===== config.mk =====
export PLATFORM = sky130hd
export DESIGN_NAME = fir_alu_sequencer
export DESIGN_NICKNAME = d
export VERILOG_FILES = /design/src/rtl/fir_alu_sequencer.sv
export SDC_FILE = /design/constraint.sdc
export NUM_CORES = 1
export LEC_CHECK = 0
export CORE_MARGIN = 2
export CORE_UTILIZATION = 30
export CTS_CLUSTER_SIZE = 16
export DETAILED_ROUTE_END_ITERATION = 16
export PLACE_DENSITY_LB_ADDON = 0.12
export SYNTH_ARGS = -nofsm -noshare
export SYNTH_HDL_FRONTEND = slang
export SYNTH_SLANG_ARGS = --single-unit

===== constraint.sdc =====
create_clock -name clk -period 6.3 [get_ports clk]
set_input_delay 0.945 -clock clk [delete_from_list [all_inputs] [get_ports clk]]
set_output_delay 0.945 -clock clk [all_outputs]
set_load 0.01 [all_outputs]

===== src/rtl/fir_alu_sequencer.sv =====
// ---------------------------------------------------------------------------
// fir_alu_sequencer
//
// Sequences one FIR evaluation per start request over an external,
// combinational ALU. The block keeps a TAPS-deep sample delay line and, for
// every tap k, issues MUL (x[k] * coef[k]) followed by ADD (acc + prod). It
// then issues a SHIFT RIGHT by SHIFT for fixed-point scaling. The block does
// no arithmetic of its own apart from stepping the tap index.
//
// Optional build macro:
//   FIR_ROUND_EN - adds a ROUND state between the last ADD and SCALE. ROUND
//                  adds 1<<(SHIFT-1) to the accumulator, so SCALE rounds to
//                  nearest instead of truncating. It adds one cycle of latency.
//
// Ports:
//   clk, reset   - clock; synchronous active-high reset
//   start        - request one evaluation with sample_in (accepted in IDLE only)
//   sample_in    - new audio sample, captured when start is accepted
//   coef_addr    - coefficient ROM address (current tap index k)
//   coef_data    - coefficient, combinational read of coef_addr
//   alu_a/alu_b  - ALU operands (registered; alu_b passes coef_data in MUL)
//   alu_control  - ALU opcode: 0000 add, 0001 sub, 0010 mul, 0011 shift right
//   alu_result   - combinational ALU result
//   alu_flags    - ALU flags, bit 0 = signed overflow (V)
//   busy         - high in every state except IDLE
//   done         - one-cycle pulse when y_out is valid
//   y_out        - filtered output, held until the next done
//   ovf          - sticky add overflow for the current evaluation
//   dbg_state    - FSM state: 0 IDLE, 1 LOAD, 2 MUL, 3 ADD, 4 ROUND,
//                  5 SCALE, 6 DONE
//
// Handshake: start is a request sampled on the rising edge; it is accepted
// only while busy is low and is otherwise dropped (never queued). Each
// accepted start produces exactly one done pulse, with y_out and ovf valid
// from that cycle onward.
// ---------------------------------------------------------------------------
module fir_alu_sequencer #(
  parameter int WIDTH  = 32,
  parameter int TAPS   = 8,
  parameter int SHIFT  = 15,
  parameter int ADDR_W = 3
) (
  input  logic              clk,
  input  logic              reset,
  input  logic              start,
  input  logic [WIDTH-1:0]  sample_in,
  output logic [ADDR_W-1:0] coef_addr,
  input  logic [WIDTH-1:0]  coef_data,
  output logic [WIDTH-1:0]  alu_a,
  output logic [WIDTH-1:0]  alu_b,
  output logic [3:0]        alu_control,
  input  logic [WIDTH-1:0]  alu_result,
  input  logic [3:0]        alu_flags,
  output logic              busy,
  output logic              done,
  output logic [WIDTH-1:0]  y_out,
  output logic              ovf,
  output logic [2:0]        dbg_state
);

  typedef enum logic [2:0] {
    S_IDLE  = 3'd0,
    S_LOAD  = 3'd1,
    S_MUL   = 3'd2,
    S_ADD   = 3'd3,
    S_ROUND = 3'd4,
    S_SCALE = 3'd5,
    S_DONE  = 3'd6
  } state_t;

  // Opcode 0001 (sub) exists on the ALU but is never issued here.
  localparam logic [3:0] OP_ADD = 4'b0000;
  localparam logic [3:0] OP_MUL = 4'b0010;
  localparam logic [3:0] OP_SRL = 4'b0011;

  localparam logic [ADDR_W-1:0] K_LAST  = ADDR_W'(TAPS - 1);
  localparam logic [WIDTH-1:0]  SHIFT_W = WIDTH'(SHIFT);
`ifdef FIR_ROUND_EN
  localparam logic [WIDTH-1:0]  ROUND_BIAS = WIDTH'(1) << (SHIFT - 1);
`endif

  // Architectural state
  state_t            state_q, state_d;
  logic [ADDR_W-1:0] k_q, k_d;
  logic [WIDTH-1:0]  acc_q, acc_d;
  logic [WIDTH-1:0]  prod_q, prod_d;
  logic [WIDTH-1:0]  sample_q, sample_d;
  logic [WIDTH-1:0]  x_q [TAPS];
  logic [WIDTH-1:0]  x_d [TAPS];
  logic [WIDTH-1:0]  y_q, y_d;
  logic              ovf_q, ovf_d;

  // Registered ALU drive and status
  logic [WIDTH-1:0]  alu_a_q, alu_a_d;
  logic [WIDTH-1:0]  alu_b_q, alu_b_d;
  logic [3:0]        alu_ctl_q, alu_ctl_d;
  logic              done_q;
  logic              busy_q;

  // Only the overflow flag is consumed.
  logic              unused_flags;
  assign unused_flags = ^alu_flags[3:1];

  // -------------------------------------------------------------------------
  // State register
  // -------------------------------------------------------------------------
  always_ff @(posedge clk) begin
    if (reset) begin
      state_q   <= S_IDLE;
      k_q       <= '0;
      acc_q     <= '0;
      prod_q    <= '0;
      sample_q  <= '0;
      y_q       <= '0;
      ovf_q     <= 1'b0;
      alu_a_q   <= '0;
      alu_b_q   <= '0;
      alu_ctl_q <= OP_ADD;
      done_q    <= 1'b0;
      busy_q    <= 1'b0;
      for (int i = 0; i < TAPS; i++) begin
        x_q[i] <= '0;
      end
    end else begin
      state_q   <= state_d;
      k_q       <= k_d;
      acc_q     <= acc_d;
      prod_q    <= prod_d;
      sample_q  <= sample_d;
      y_q       <= y_d;
      ovf_q     <= ovf_d;
      alu_a_q   <= alu_a_d;
      alu_b_q   <= alu_b_d;
      alu_ctl_q <= alu_ctl_d;
      done_q    <= (state_d == S_DONE);
      busy_q    <= (state_d != S_IDLE);
      for (int i = 0; i < TAPS; i++) begin
        x_q[i] <= x_d[i];
      end
    end
  end

  // -------------------------------------------------------------------------
  // Next-state and datapath update
  // -------------------------------------------------------------------------
  always_comb begin
    state_d  = state_q;
    k_d      = k_q;
    acc_d    = acc_q;
    prod_d   = prod_q;
    sample_d = sample_q;
    y_d      = y_q;
    ovf_d    = ovf_q;
    for (int i = 0; i < TAPS; i++) begin
      x_d[i] = x_q[i];
    end

    case (state_q)
      S_IDLE: begin
        if (start) begin
          sample_d = sample_in;
          state_d  = S_LOAD;
        end
      end
      S_LOAD: begin
        x_d[0] = sample_q;
        for (int i = 1; i < TAPS; i++) begin
          x_d[i] = x_q[i-1];
        end
        acc_d   = '0;
        k_d     = '0;
        ovf_d   = 1'b0;
        state_d = S_MUL;
      end
      S_MUL: begin
        prod_d  = alu_result;
        state_d = S_ADD;
      end
      S_ADD: begin
        acc_d = alu_result;
        if (alu_flags[0]) begin
          ovf_d = 1'b1;
        end
        if (k_q == K_LAST) begin
`ifdef FIR_ROUND_EN
          state_d = S_ROUND;
`else
          state_d = S_SCALE;
`endif
        end else begin
          k_d     = k_q + 1'b1;
          state_d = S_MUL;
        end
      end
`ifdef FIR_ROUND_EN
      S_ROUND: begin
        acc_d   = alu_result;
        ovf_d   = ovf_q | alu_flags[0];
        state_d = S_SCALE;
      end
`endif
      S_SCALE: begin
        y_d     = alu_result;
        state_d = S_DONE;
      end
      S_DONE: begin
        state_d = S_IDLE;
      end
      default: begin
        state_d = S_IDLE;
      end
    endcase
  end

  // -------------------------------------------------------------------------
  // ALU drive for the state being entered. Computing it from the *next*
  // state and next register values lets the operands be registered while
  // still lining up with the state that uses them, so the ALU inputs only
  // move on clock edges.
  // -------------------------------------------------------------------------
  always_comb begin
    alu_a_d   = '0;
    alu_b_d   = '0;
    alu_ctl_d = OP_ADD;

    case (state_d)
      S_MUL: begin
        // alu_b is supplied from coef_data directly during MUL.
        alu_a_d   = x_d[k_d];
        alu_ctl_d = OP_MUL;
      end
      S_ADD: begin
        alu_a_d   = acc_d;
        alu_b_d   = prod_d;
        alu_ctl_d = OP_ADD;
      end
`ifdef FIR_ROUND_EN
      S_ROUND: begin
        alu_a_d   = acc_d;
        alu_b_d   = ROUND_BIAS;
        alu_ctl_d = OP_ADD;
      end
`endif
      S_SCALE: begin
        alu_a_d   = acc_d;
        alu_b_d   = SHIFT_W;
        alu_ctl_d = OP_SRL;
      end
      default: begin
        alu_a_d   = '0;
        alu_b_d   = '0;
        alu_ctl_d = OP_ADD;
      end
    endcase
  end

  // -------------------------------------------------------------------------
  // Outputs
  // -------------------------------------------------------------------------
  assign coef_addr   = k_q;
  assign alu_a       = alu_a_q;
  assign alu_b       = (state_q == S_MUL) ? coef_data : alu_b_q;
  assign alu_control = alu_ctl_q;
  assign busy        = busy_q;
  assign done        = done_q;
  assign y_out       = y_q;
  assign ovf         = ovf_q;
  assign dbg_state   = state_q;

endmodule

=== Word level (Yosys, flattened, before mapping) ===
Memories as Yosys holds them, arrays and structs flattened.
Cells that the tools add are included.

* Input bits: 103
* Memories kept: 1
* Output and inout port bits: 109
* Word-level logic and storage cells: 68
* Bits in registers: 205
* Bits in writable memories: 256

* Multiplexer cells: 28
* Bitwise gates (word level): 9
* $lt $le $gt $ge: 1
* Equality and inequality tests: 10
* Reduce and logical (&&, ||, !) cells: 6
* Add/subtract/negate cells: 1

{| class="wikitable"
|+ Memory list
! memory !! words !! width !! rd ports !! clocked after memory_dff !! wr ports !! line !! text
|-
| x_q || 8 || 32 || 8 || 0 || 8 || 88 || <nowiki>logic [WIDTH-1:0] x_q [TAPS];</nowiki>
|}

{| class="wikitable"
|+ Operator list
! kind !! number
|-
| $mux 32 || 12
|-
| $mux 256 || 1
|-
| $pmux 32 s2 || 3
|-
| $bmux 32 s3 || 1
|-
| $pmux 3 s5 || 1
|-
| $eq 3x2->1 const B || 4
|-
| $eq 3x3->1 const B || 4
|-
| $mux 3 || 3
|-
| $or 1x1->1 || 8
|-
| $pmux 3 s2 || 1
|-
| $ge 4x4->1 const B || 1
|-
| $mux 1 || 4
|-
| $not 3->4 || 1
|-
| $pmux 2 s2 || 1
|-
| $reduce_and 2->1 || 2
|-
| $add 3x1->3 const B || 1
|-
| $eq 3x1->1 const B || 1
|-
| $logic_not 3->1 || 1
|-
| $reduce_bool 3->1 || 1
|-
| $ne 2x2->1 const B || 1
|-
| $pmux 1 s2 || 1
|-
| $reduce_bool 2->1 || 1
|-
| $reduce_or 2->1 || 1
|}

=== Logic depth before layout (Yosys ltp) ===
* Depth after elaboration: 8
* Mapped depth: 11
* Depth with buffers taken out: 7

=== Worst setup path after synthesis ===
Ideal clock, no wire load.

* Kind: reg2out
* Start: reg state_q[1], in the netlist dbg_state[1]
* End: out alu_b[0]
* Setup slack: 3.757 ns
* Stages on the path, launching flop included: 9
* Arrival: 1.598 ns
* Path buffers: 4
* Required time: 5.355 ns
* Cells stage by stage: dfxtp_1 -> buf_2 -> nand2b_1 -> or2_2 -> clkbuf_1 -> clkbuf_1 -> buf_1 -> nand2_1 -> nand2_1

* Longest elaborated chain between the ends: 2

{| class="wikitable"
|+ RTL lines
! item !! line !! text
|-
| from (decl) || 83 || <nowiki>state_t state_q, state_d;</nowiki>
|-
| from (signal assigned) || 125 || <nowiki>state_q <= state_d;</nowiki>
|-
| $eq 3x2->1 || 262 || <nowiki>assign alu_b = (state_q == S_MUL) ? coef_data : alu_b_q;</nowiki>
|-
| $mux 32 || 262 ||
|-
| to (decl) || 50 || <nowiki>output logic [WIDTH-1:0] alu_b,</nowiki>
|}

Every way passes these cells.

=== Worst setup path in the final report ===
* Start: reg state_q[1], in the netlist dbg_state[1]
* End: out alu_b[6]

The elaborated chain is that of the path after synthesis.

==> impl_results.md <==
- Die area: 63400 sq um
- Synthesized cell area: 18400 sq um
- GRT Overall Usage: 17.5%
- Worst skew pair latency: 590 ps
- CTS root buf: clkbuf_16
- CTS tree: yes
- Max clock buf depth: 3
- Worst-path clk slew: 60 ps
- First-pass GRT wire length: 88400 um
- Commonest non-fill, non-tap cell in the layout: nand2_1
- Fin Clk Skew: 18.4 ps
- RSZ-0062 raised after global routing: false
- Initial drt markers: 1424
- CP delay by family, top: simple AND/OR/NAND/NOR gates
- Count of cell types in the netlist: 49
- Final Max Tran Viols: 0
- HP Class: flip-flop to flip-flop
- Largest net degree at the start of global routing: 229
- Hold Path Depth: 2
- Tcrit/Tclk final: 70.0%
- Asr flop ratio synth: 0%
- Num rows: 90
- # clock sinks: 427
- CP Class: flip-flop to primary output
- Ys flop type: dfxtp_1
- Die W: 252 um
- Die height: 252 um
- Non-filler instance count after layout: 3300
- Crit-path cells: nand2b_1 -> nor2_4 -> nand2_1 -> nand2_1 -> clkdlybuf4s50_1
- Required @ worst endpoint: 5350 ps
- Number of global-route vias before repair: 14800
- Max Cap Viol: 0
- Antenna violations before repair: 0
- DR DRC count: 0
- Seq/Total Area, Yosys: 46.4%
- R2r setup slk: 2350 ps
- Drt pass-1 iters: 7
- Cells after DPL: 3217
- VDD IR max: 0.159 mV
- Share of layout cells above drive strength 1: 6.75%
- Cells after synthesis: 2428
- Final setup TNS: 0 ps
- Core area: 60600 sq um
- Power density over the cells: 280 nW/um^2
- Final Power: 6.26 mW
- Fin crit period: 4410 ps
- Worst EP arrival: 3460 ps
- Fillers: 6278
- Gr ovfl total: 0
- EDFF count, synth: 0
- Worst R2R Path Depth: 8
- WL final: 57400 um
- Synth Area per Inst: 7.59 sq um
- Hold Buf Count CTS: 0
- Initial core utilization: 30.4%
- Slew margin rel.: 22.8%
- Post-cts sizing count: 0
- Worst Hold Endpoint: x_q[1][99]$_SDFF_PP0_
- Synth Register Bits: 427
- Post-route ant nets: 0
- Setup violation total in the final timing report: 0
- Wirelength per Cell: 17.4 um
- CP most frequent cell: nand2_1
- Final Hold Viols: 0
- Vias/cell: 5.02
- WP buf/inv: 1
- Detail Placement HPWL: 33200 um
- Port bufs: 206
- Crit-path max cell delay: 970 ps
- Most frequent cells in the layout: nand2_1, dfxtp_1, a21oi_1, clkdlybuf4s50_1, nor2_1
- F_max: 227 MHz
- Critical path depth in cells: 5
- Nets: 2588
- CTS Buf Count: 47
- LEAKAGE: 7.60 nW
- Via count: 16600
- Worst Max-Slew Pin Slew: 1160 ps
- N_diodes: 0
- Number of setup buffers added after CTS: 0
- Hold_sp: x_q[1][99]$_SDFF_PP0_
- CP startpoint kind: flip-flop
- H-tree Lvls: 2
- Critical path capture point type: primary output
- Outcome: finished clean
- Synth warn: 0
- CP max stage cell: dfxtp_2
- P&R area growth vs syn: 21.4%
- GPL Wtd Cong: 0.759
- I/O pins: 212
- R2R Path Start: coef_addr[0]$_SDFF_PP0_
- CP max FO: 49
- Critical register-to-register path endpoint: alu_a[26]$_SDFF_PP0_
==> metal layers <==
layer | track usage (%) | share of wire [%]
met2 | 25.4 | 41
met4 | 4.11 | 1.7
met1 | 26.5 | 51
met5 | 0 | 0
met3 | 3.15 | 6.3
==> area by class of cell <==
| cell class | instances | area [sq um] | area share, % |
|---|---|---|---|
| clock inverter | 8 | 115 | 0.515 |
| timing repair buffer | 232 | 2300 | 10.3 |
| tap | 782 | 978 | 4.38 |
| inverter | 2 | 7.51 | 0.0336 |
| multi-input combinational | 1774 | 8940 | 40.0 |
| clock buffer | 75 | 1460 | 6.55 |
| sequential | 427 | 8550 | 38.2 |
==> worst max path at each step <==
stage / end / start
3_5_place_dp: alu_a[29]$_SDFF_PP0_ / coef_addr[1]$_SDFF_PP0_
3_3_place_gp: alu_a[29]$_SDFF_PP0_ / coef_addr[0]$_SDFF_PP0_
5_1_grt: alu_b[3] / dbg_state[1]$_SDFF_PP0_
6_report: alu_b[6] / dbg_state[1]$_SDFF_PP0_
2_1_floorplan: alu_b[0] / dbg_state[1]$_SDFF_PP0_
4_1_cts: alu_b[26] / dbg_state[1]$_SDFF_PP0_
==> kinds of logic (layout without fill, tap and decap cells) <==
| logic type | count (synthesis) | after routing | share of synthesized area, % |
|---|---|---|---|
| DFF | 427 | 427 | 46.4 |
| AOI/OAI and AO/OA | 679 | 679 | 24.3 |
| other | 1 | 2 | 0.0204 |
| and+or+nand+nor | 1090 | 1090 | 23.7 |
| muxes | 1 | 1 | 0.0611 |
| adders and majority gates | 1 | 1 | 0.0679 |
| buffers and inverters | 228 | 317 | 5.43 |
| xor gates and xnor gates | 1 | 1 | 0.0476 |
==> power by group <==
part | internal, mW | total (mW) | leakage, nW | switching, mW
logic | 0.232 | 0.658 | 3.37 | 0.426
registers | 2.74 | 2.78 | 3.45 | 0.0417
clock network | 1.70 | 2.82 | 0.781 | 1.12
total | 4.67 | 6.26 | 7.60 | 1.59
==> cell usage after synthesis, types with 12 or more instances <==
master    count  area, sq um
a211oi_1     22          165
o31a_1       21          184
o221a_2      29          327
nor2_1      105          394
buf_4        12         90.1
dfxtp_1     427         8550
buf_2        44          220
nand2_1     843         3160
o21ai_0      17         85.1
and2_1       24          150
o41ai_2      24          390
buf_1        14         52.6
o22ai_1      65          407
o21a_1       64          480
a21boi_0     42          315
nor3_1       30          150
a21oi_1     358         1790
nand3_1      66          330
clkbuf_1    150          563
==> through the flow <==
stage / setup slack, ps / cell area (sq um) / hold WS (ps) / util [%]
after floorplan: 3760 / 18400 / 432 / -
after global placement: 2340 / 20800 / 438 / 34.3
after detailed placement: 2340 / 20800 / 443 / 34.3
after CTS: 1780 / 22400 / 451 / 36.9
after global routing: 1460 / 22400 / 466 / 36.9
final: 1890 / 22400 / 449 / 36.9
==> worst register-to-register path: cells and delay by family (launching register included) <==
kind | cells | cell delay (ps)
AND/OR/NAND/NOR | 3 | 1520
AO/OA/AOI/OAI | 3 | 810
buffers and inverters | 1 | 600
flip-flops | 1 | 480
adder cells (fa/ha/maj) | 1 | 420
==> sequential cells by signal, summed over array words and instances (netlist names) <==
name / count
x_q: 256
acc_q: 32
coef_addr: 3
ovf: 1
dbg_state: 3
busy: 1
done: 1
alu_a: 32
alu_control: 2
alu_b_q: 32
sample_q: 32
y_out: 32
(Power assumes the default switching activity.)
